### src/rtl/sound_mix_pkg.sv
// Shared definitions for the sound_mix_n mixer and its saturation helper.
//   mix_state_t : pass sequencer states (IDLE / MAC / DONE)
//   unity_gain  : gain code that represents x1.0 for a given gain width
//   acc_width   : accumulator width that cannot overflow for a full pass
package sound_mix_pkg;

  typedef enum logic [1:0] {
    IDLE = 2'd0,
    MAC  = 2'd1,
    DONE = 2'd2
  } mix_state_t;

  // Gain is an unsigned fixed-point value with GAIN_W-1 fraction bits.
  function automatic int unity_gain(input int gain_w);
    return 1 << (gain_w - 1);
  endfunction

  // One product needs in_w + gain_w + 1 bits (signed x zero-extended gain);
  // summing `channels` of them adds $clog2(channels) bits of growth.
  function automatic int acc_width(input int in_w, input int gain_w,
                                   input int channels);
    return in_w + gain_w + $clog2(channels) + 1;
  endfunction

endpackage

### src/rtl/sound_mix_sat.sv
// Arithmetic right shift (floor) followed by signed saturation.
// Purely combinational; reusable wherever a wide signed sum must be
// narrowed to an output sample width.
//   acc    : signed value, ACC_W bits
//   result : signed value clamped to [-2^(OUT_W-1), 2^(OUT_W-1)-1]
module sound_mix_sat #(
  parameter int ACC_W = 27,
  parameter int OUT_W = 16,
  parameter int SHIFT = 7
) (
  input  logic [ACC_W-1:0] acc,
  output logic [OUT_W-1:0] result
);

  localparam logic signed [ACC_W-1:0] MAX_V =
    {{(ACC_W-OUT_W+1){1'b0}}, {(OUT_W-1){1'b1}}};
  localparam logic signed [ACC_W-1:0] MIN_V =
    {{(ACC_W-OUT_W+1){1'b1}}, {(OUT_W-1){1'b0}}};

  logic signed [ACC_W-1:0] shifted;

  always_comb begin
    // >>> on a signed operand truncates toward minus infinity.
    shifted = $signed(acc) >>> SHIFT;
    if (shifted > MAX_V) begin
      result = MAX_V[OUT_W-1:0];
    end else if (shifted < MIN_V) begin
      result = MIN_V[OUT_W-1:0];
    end else begin
      result = shifted[OUT_W-1:0];
    end
  end

endmodule

### src/rtl/sound_mix_n.sv
// N-source signed audio mixer with per-channel gain and enable.
// One time-shared multiplier performs one multiply-accumulate per clock.
//   clk, rst_n  : clock, synchronous active-low reset
//   sample_stb  : starts a mix pass (accepted only in IDLE)
//   in_data     : packed signed samples, channel k at [k*IN_W +: IN_W]
//   ch_en       : per-channel enable
//   gain_we/gain_addr/gain_din : gain register write port
//   sound       : saturated mix result, held between passes
//   sound_stb   : one-cycle pulse when sound updates
//   busy        : high from the first MAC cycle through DONE
//   overrun     : one-cycle pulse when sample_stb is rejected
//
// Strobe semantics: there is no back-pressure. sample_stb is a single-cycle
// request that is consumed only when the sequencer is IDLE; in any other
// state it is dropped and reported on overrun. sound_stb is a single-cycle
// notification with no acknowledge; sound stays valid until the next one.
module sound_mix_n
  import sound_mix_pkg::*;
#(
  parameter int CHANNELS = 3,
  parameter int IN_W     = 16,
  parameter int OUT_W    = 16,
  parameter int GAIN_W   = 8,
  localparam int ADDR_W  = (CHANNELS > 1) ? $clog2(CHANNELS) : 1
) (
  input  logic                     clk,
  input  logic                     rst_n,
  input  logic                     sample_stb,
  input  logic [CHANNELS*IN_W-1:0] in_data,
  input  logic [CHANNELS-1:0]      ch_en,
  input  logic                     gain_we,
  input  logic [ADDR_W-1:0]        gain_addr,
  input  logic [GAIN_W-1:0]        gain_din,
  output logic [OUT_W-1:0]         sound,
  output logic                     sound_stb,
  output logic                     busy,
  output logic                     overrun
);

  localparam int ACC_W  = acc_width(IN_W, GAIN_W, CHANNELS);
  localparam int PROD_W = IN_W + GAIN_W + 1;
  localparam logic [GAIN_W-1:0] UNITY    = GAIN_W'(unity_gain(GAIN_W));
  localparam logic [ADDR_W:0]   CH_LIMIT = (ADDR_W+1)'(CHANNELS);
  localparam logic [ADDR_W-1:0] LAST_IDX = ADDR_W'(CHANNELS - 1);

  // Programmable gains
  logic [GAIN_W-1:0] gain_q [CHANNELS];

  always_ff @(posedge clk) begin
    if (!rst_n) begin
      for (int k = 0; k < CHANNELS; k++) gain_q[k] <= UNITY;
    end else if (gain_we && ({1'b0, gain_addr} < CH_LIMIT)) begin
      gain_q[gain_addr] <= gain_din;
    end
  end

  // Pass snapshot and sequencer
  mix_state_t               state;
  logic signed [IN_W-1:0]   in_s   [CHANNELS];
  logic [GAIN_W-1:0]        gain_s [CHANNELS];
  logic [CHANNELS-1:0]      en_s;
  logic [ADDR_W-1:0]        idx;
  logic signed [ACC_W-1:0]  acc;

  logic signed [PROD_W-1:0] prod;
  logic signed [PROD_W-1:0] term;
  logic [OUT_W-1:0]         sat_out;

  // The single shared multiplier. Gain is zero-extended so that the full
  // unsigned range (e.g. 255) multiplies as a positive value.
  always_comb begin
    prod = PROD_W'(in_s[idx]) * PROD_W'($signed({1'b0, gain_s[idx]}));
    term = en_s[idx] ? prod : '0;
  end

  sound_mix_sat #(
    .ACC_W (ACC_W),
    .OUT_W (OUT_W),
    .SHIFT (GAIN_W - 1)
  ) u_sat (
    .acc    (acc),
    .result (sat_out)
  );

  always_ff @(posedge clk) begin
    if (!rst_n) begin
      state     <= IDLE;
      idx       <= '0;
      acc       <= '0;
      en_s      <= '0;
      sound     <= '0;
      sound_stb <= 1'b0;
      busy      <= 1'b0;
      overrun   <= 1'b0;
      for (int k = 0; k < CHANNELS; k++) begin
        in_s[k]   <= '0;
        gain_s[k] <= UNITY;
      end
    end else begin
      sound_stb <= 1'b0;
      overrun   <= 1'b0;
      case (state)
        IDLE: begin
          if (sample_stb) begin
            // gain_q is read before any same-edge write lands, so a
            // coincident gain write only affects the following pass.
            for (int k = 0; k < CHANNELS; k++) begin
              in_s[k]   <= in_data[k*IN_W +: IN_W];
              gain_s[k] <= gain_q[k];
            end
            en_s  <= ch_en;
            acc   <= '0;
            idx   <= '0;
            busy  <= 1'b1;
            state <= MAC;
          end
        end
        MAC: begin
          overrun <= sample_stb;
          acc     <= acc + ACC_W'(term);
          if (idx == LAST_IDX) begin
            state <= DONE;
          end else begin
            idx <= idx + 1'b1;
          end
        end
        DONE: begin
          overrun   <= sample_stb;
          sound     <= sat_out;
          sound_stb <= 1'b1;
          busy      <= 1'b0;
          state     <= IDLE;
        end
        default: begin
          state <= IDLE;
          busy  <= 1'b0;
        end
      endcase
    end
  end

endmodule

### config.mk
export PLATFORM = sky130hd
export DESIGN_NAME = sound_mix_n
export DESIGN_NICKNAME = d
export VERILOG_FILES = /design/src/rtl/sound_mix_pkg.sv /design/src/rtl/sound_mix_sat.sv /design/src/rtl/sound_mix_n.sv
export SDC_FILE = /design/constraint.sdc
export NUM_CORES = 1
export LEC_CHECK = 0
export CORE_MARGIN = 4
export CORE_UTILIZATION = 35
export DETAILED_ROUTE_END_ITERATION = 10
export SYNTH_ARGS = -nofsm -noshare
export SYNTH_HDL_FRONTEND = slang
export SYNTH_SLANG_ARGS = --single-unit
### constraint.sdc
create_clock -name clk -period 11.2 [get_ports clk]
set_input_delay 2.24 -clock clk [delete_from_list [all_inputs] [get_ports clk]]
set_output_delay 2.24 -clock clk [all_outputs]
set_load 0.05 [all_outputs]
==> metrics.cfg <==
[detailed_routing]
wire_per_inst_um=14.4
via_per_inst=4.78
firstDrtPassIters=6
vias=8583
ant_nets=0
drt_iter0_drc=444
wirelength_um=25800
drc=0

[sta]
clock.fmax_mhz=111
rsz0062_at_grt=false
period_share_pct=80.6
finalClockSkew_ns=0.0139
fin_crit_ns=9.02
slew_headroom_pct=27.2
worst_hold_slack_ns=0.484
hold_violations=0
finalSetupViolCount=0
slew_viol_final=0
worst_pin_slew_ns=1.09
setup_tns_ns=0

[clock_network]
postCtsSetupBuffers=0
cts.sinks=151
root_buffer=clkbuf_16
cts-htree-levels=4
cts_buffers=17
hold_buffers=0
cts.path.max_buffers=2
clk_latency_ns=0.43
cts_tree=done
cts_resized=0
cts.clk_slew.worst_paths_ns=0.08

[yosys]
ys_types=62
ys_seq_area_share_pct=33.0
yosys_most_used_dff=edfxtp_1
synth-edff-count=96
syn_inst=1265
synth_top_area_cell=edfxtp_1
syn-num-nets=1512
yosysTopAreaCellShare_pct=23.8
avgSynthCellArea_um2=9.56
ys_warn_count=0
synthArstFlopShare_pct=0
netlist_area_um2=12100
netlist_top_cells_area=edfxtp_1 24%, fa_1 17%, dfxtp_1 9.1%
ys_seq_elements=151

[worst_setup_path]
critPathMaxFanout=18
endpoint_kind=flop
critPathBufInv=3
critPathSlowestCell=dfxtp_1
cp.arrival_ns=9.34
max_stage_delay_ns=1.05
critPathRequiredTime_ns=11.52
cp_common_cell=nor2_1
start_kind=flop
path_delay_family=compound AO/OA/AOI/OAI gates
worstSetupPathType=flop to flop

[layout]
fin_area_um2=14000
diodes=0
drive_above_1_share_pct=4.53
post-route-util_pct=41.4
nets=1582
areaGrowthSynthToFinish_pct=15.7

[global_routing]
gr-total-overflow=0
grt_pass1_vias=8743
grt_pass1_wl_um=43000
antenna_found_initial=0
grt_max_degree=76
grt_usage_pct=13.7

[flow_run]
drv_cap=0

[pwr]
worst_ir_drop_vdd_v=0.000102
power.density_nw_per_um2=150
p_leak_nw=6.07

[run_status]
status=finished clean

[place]
numPortBuffers=83
gp_congestion=0.832
place_hpwl_um=20000
place_area_um2=13400

[floorplan]
rows=67
die-area_um2=37600
initial_utilization_pct=35.8
die_w_um=194
io_pins=84
coreArea_um2=33800
fp.dieH_um=194

[worst_hold_path]
hp-class=flop to flop

metrics by stage:
stage / instances / power, W / setup slack [ns]
after CTS: 1796 / 0.00213 / 2.16
after global routing: 1796 / 0.00227 / 1.51
after global placement: 1764 / 0.00152 / 2.28
final: 1796 / 0.00210 / 2.18
after floorplan: 1265 / 0.00133 / 3.06
after detailed placement: 1764 / 0.00154 / 2.22
synthesized netlist by cell type (6+ instances only):
cell,n
nor3_1,12
a211oi_1,7
nand3_1,11
clkbuf_1,42
a22oi_1,19
a21o_1,15
a21oi_1,38
dfxtp_1,55
fa_1,103
xnor2_1,22
and3_1,7
xor2_1,17
o21ai_1,8
mux2i_1,27
nor2b_1,34
o21ai_0,55
nand2_1,114
nand2b_1,31
o21a_1,19
inv_1,177
nor2_1,95
a21boi_0,19
ha_1,79
and2_1,99
edfxtp_1,96
o21bai_1,6
routing by layer:
layer | wire [um] | track usage, % | vias up
li1 | - | - | 4306
met1 | 11600 | 17.2 | 4148
met2 | 13200 | 24.6 | 110
met3 | 725 | 2.48 | 19
met4 | 343 | 3.28 | 0
met5 | 0 | 0 | -
power by group:
group          internal (W)  leakage (nW)  switching [W]
combinational      0.000361          4.33       0.000507
sequential         0.000630          1.45      0.0000158
clock              0.000317         0.284       0.000265
total               0.00131          6.07       0.000788
worst min-delay path, cell delays in order, from the launching register on:
cell and delay [ns]:
dfxtp_1 0.31, nand2b_1 0.06, a21boi_0 0.06
path summary, 6_finish.rpt:
| path | from | to | slack, ns | cells after the start |
|---|---|---|---|---|
| setup / recovery | flop | acc[24] | 2.18 | 31 |
| hold / removal | sound[3] | sound[3] | 0.48 | 2 |
| setup reg to reg | flop | acc[24] | 2.18 | 31 |
| hold reg to reg | sound[3] | sound[3] | 0.48 | 2 |
sequential cells by signal, summed over array words and instances, names as in the netlist, named ones only:
signal and cells:
acc 27, busy 1, en_s 3, gain_q 24, gain_s 24, idx 2
in_s 48, overrun 1, sound 16, sound_stb 1, state 2
kinds of logic after synthesis:
kind of cell             count (synthesis)  share of synthesized area, %
AO/OA/AOI/OAI                          224                          12.3
XOR/XNOR                                39                          2.83
adder cells (fa/ha/maj)                183                          25.3
buffers and inverters                  220                          6.83
flip-flops                             151                          33.0
multiplexers                            29                          2.44
AND/OR/NAND/NOR                        419                          17.3
cell type report:
class | count | area, um2
tap | 448 | 561
fill | 3290 | 19800
clock inverter | 14 | 155
clock buffer | 18 | 429
timing repair buffer | 94 | 908
sequential | 151 | 3990
multi-input combinational | 894 | 7280
inverter | 177 | 664
layout by cell type, fill, tap and decap left out, types with 15 or more instances in the layout:
| cell | n |
|---|---|
| a21boi_0 | 19 |
| o21a_1 | 19 |
| and2_1 | 99 |
| ha_1 | 79 |
| a21o_1 | 15 |
| inv_1 | 176 |
| edfxtp_1 | 96 |
| nor2_1 | 95 |
| xor2_1 | 17 |
| dfxtp_1 | 54 |
| fa_1 | 103 |
| nand2b_1 | 31 |
| o21ai_0 | 54 |
| xnor2_1 | 22 |
| mux2i_1 | 27 |
| clkdlybuf4s50_1 | 82 |
| clkbuf_16 | 17 |
| nor2b_1 | 34 |
| a21oi_1 | 38 |
| a22oi_1 | 19 |
| nand2_1 | 114 |
Power figures use the tool's default switching activity.
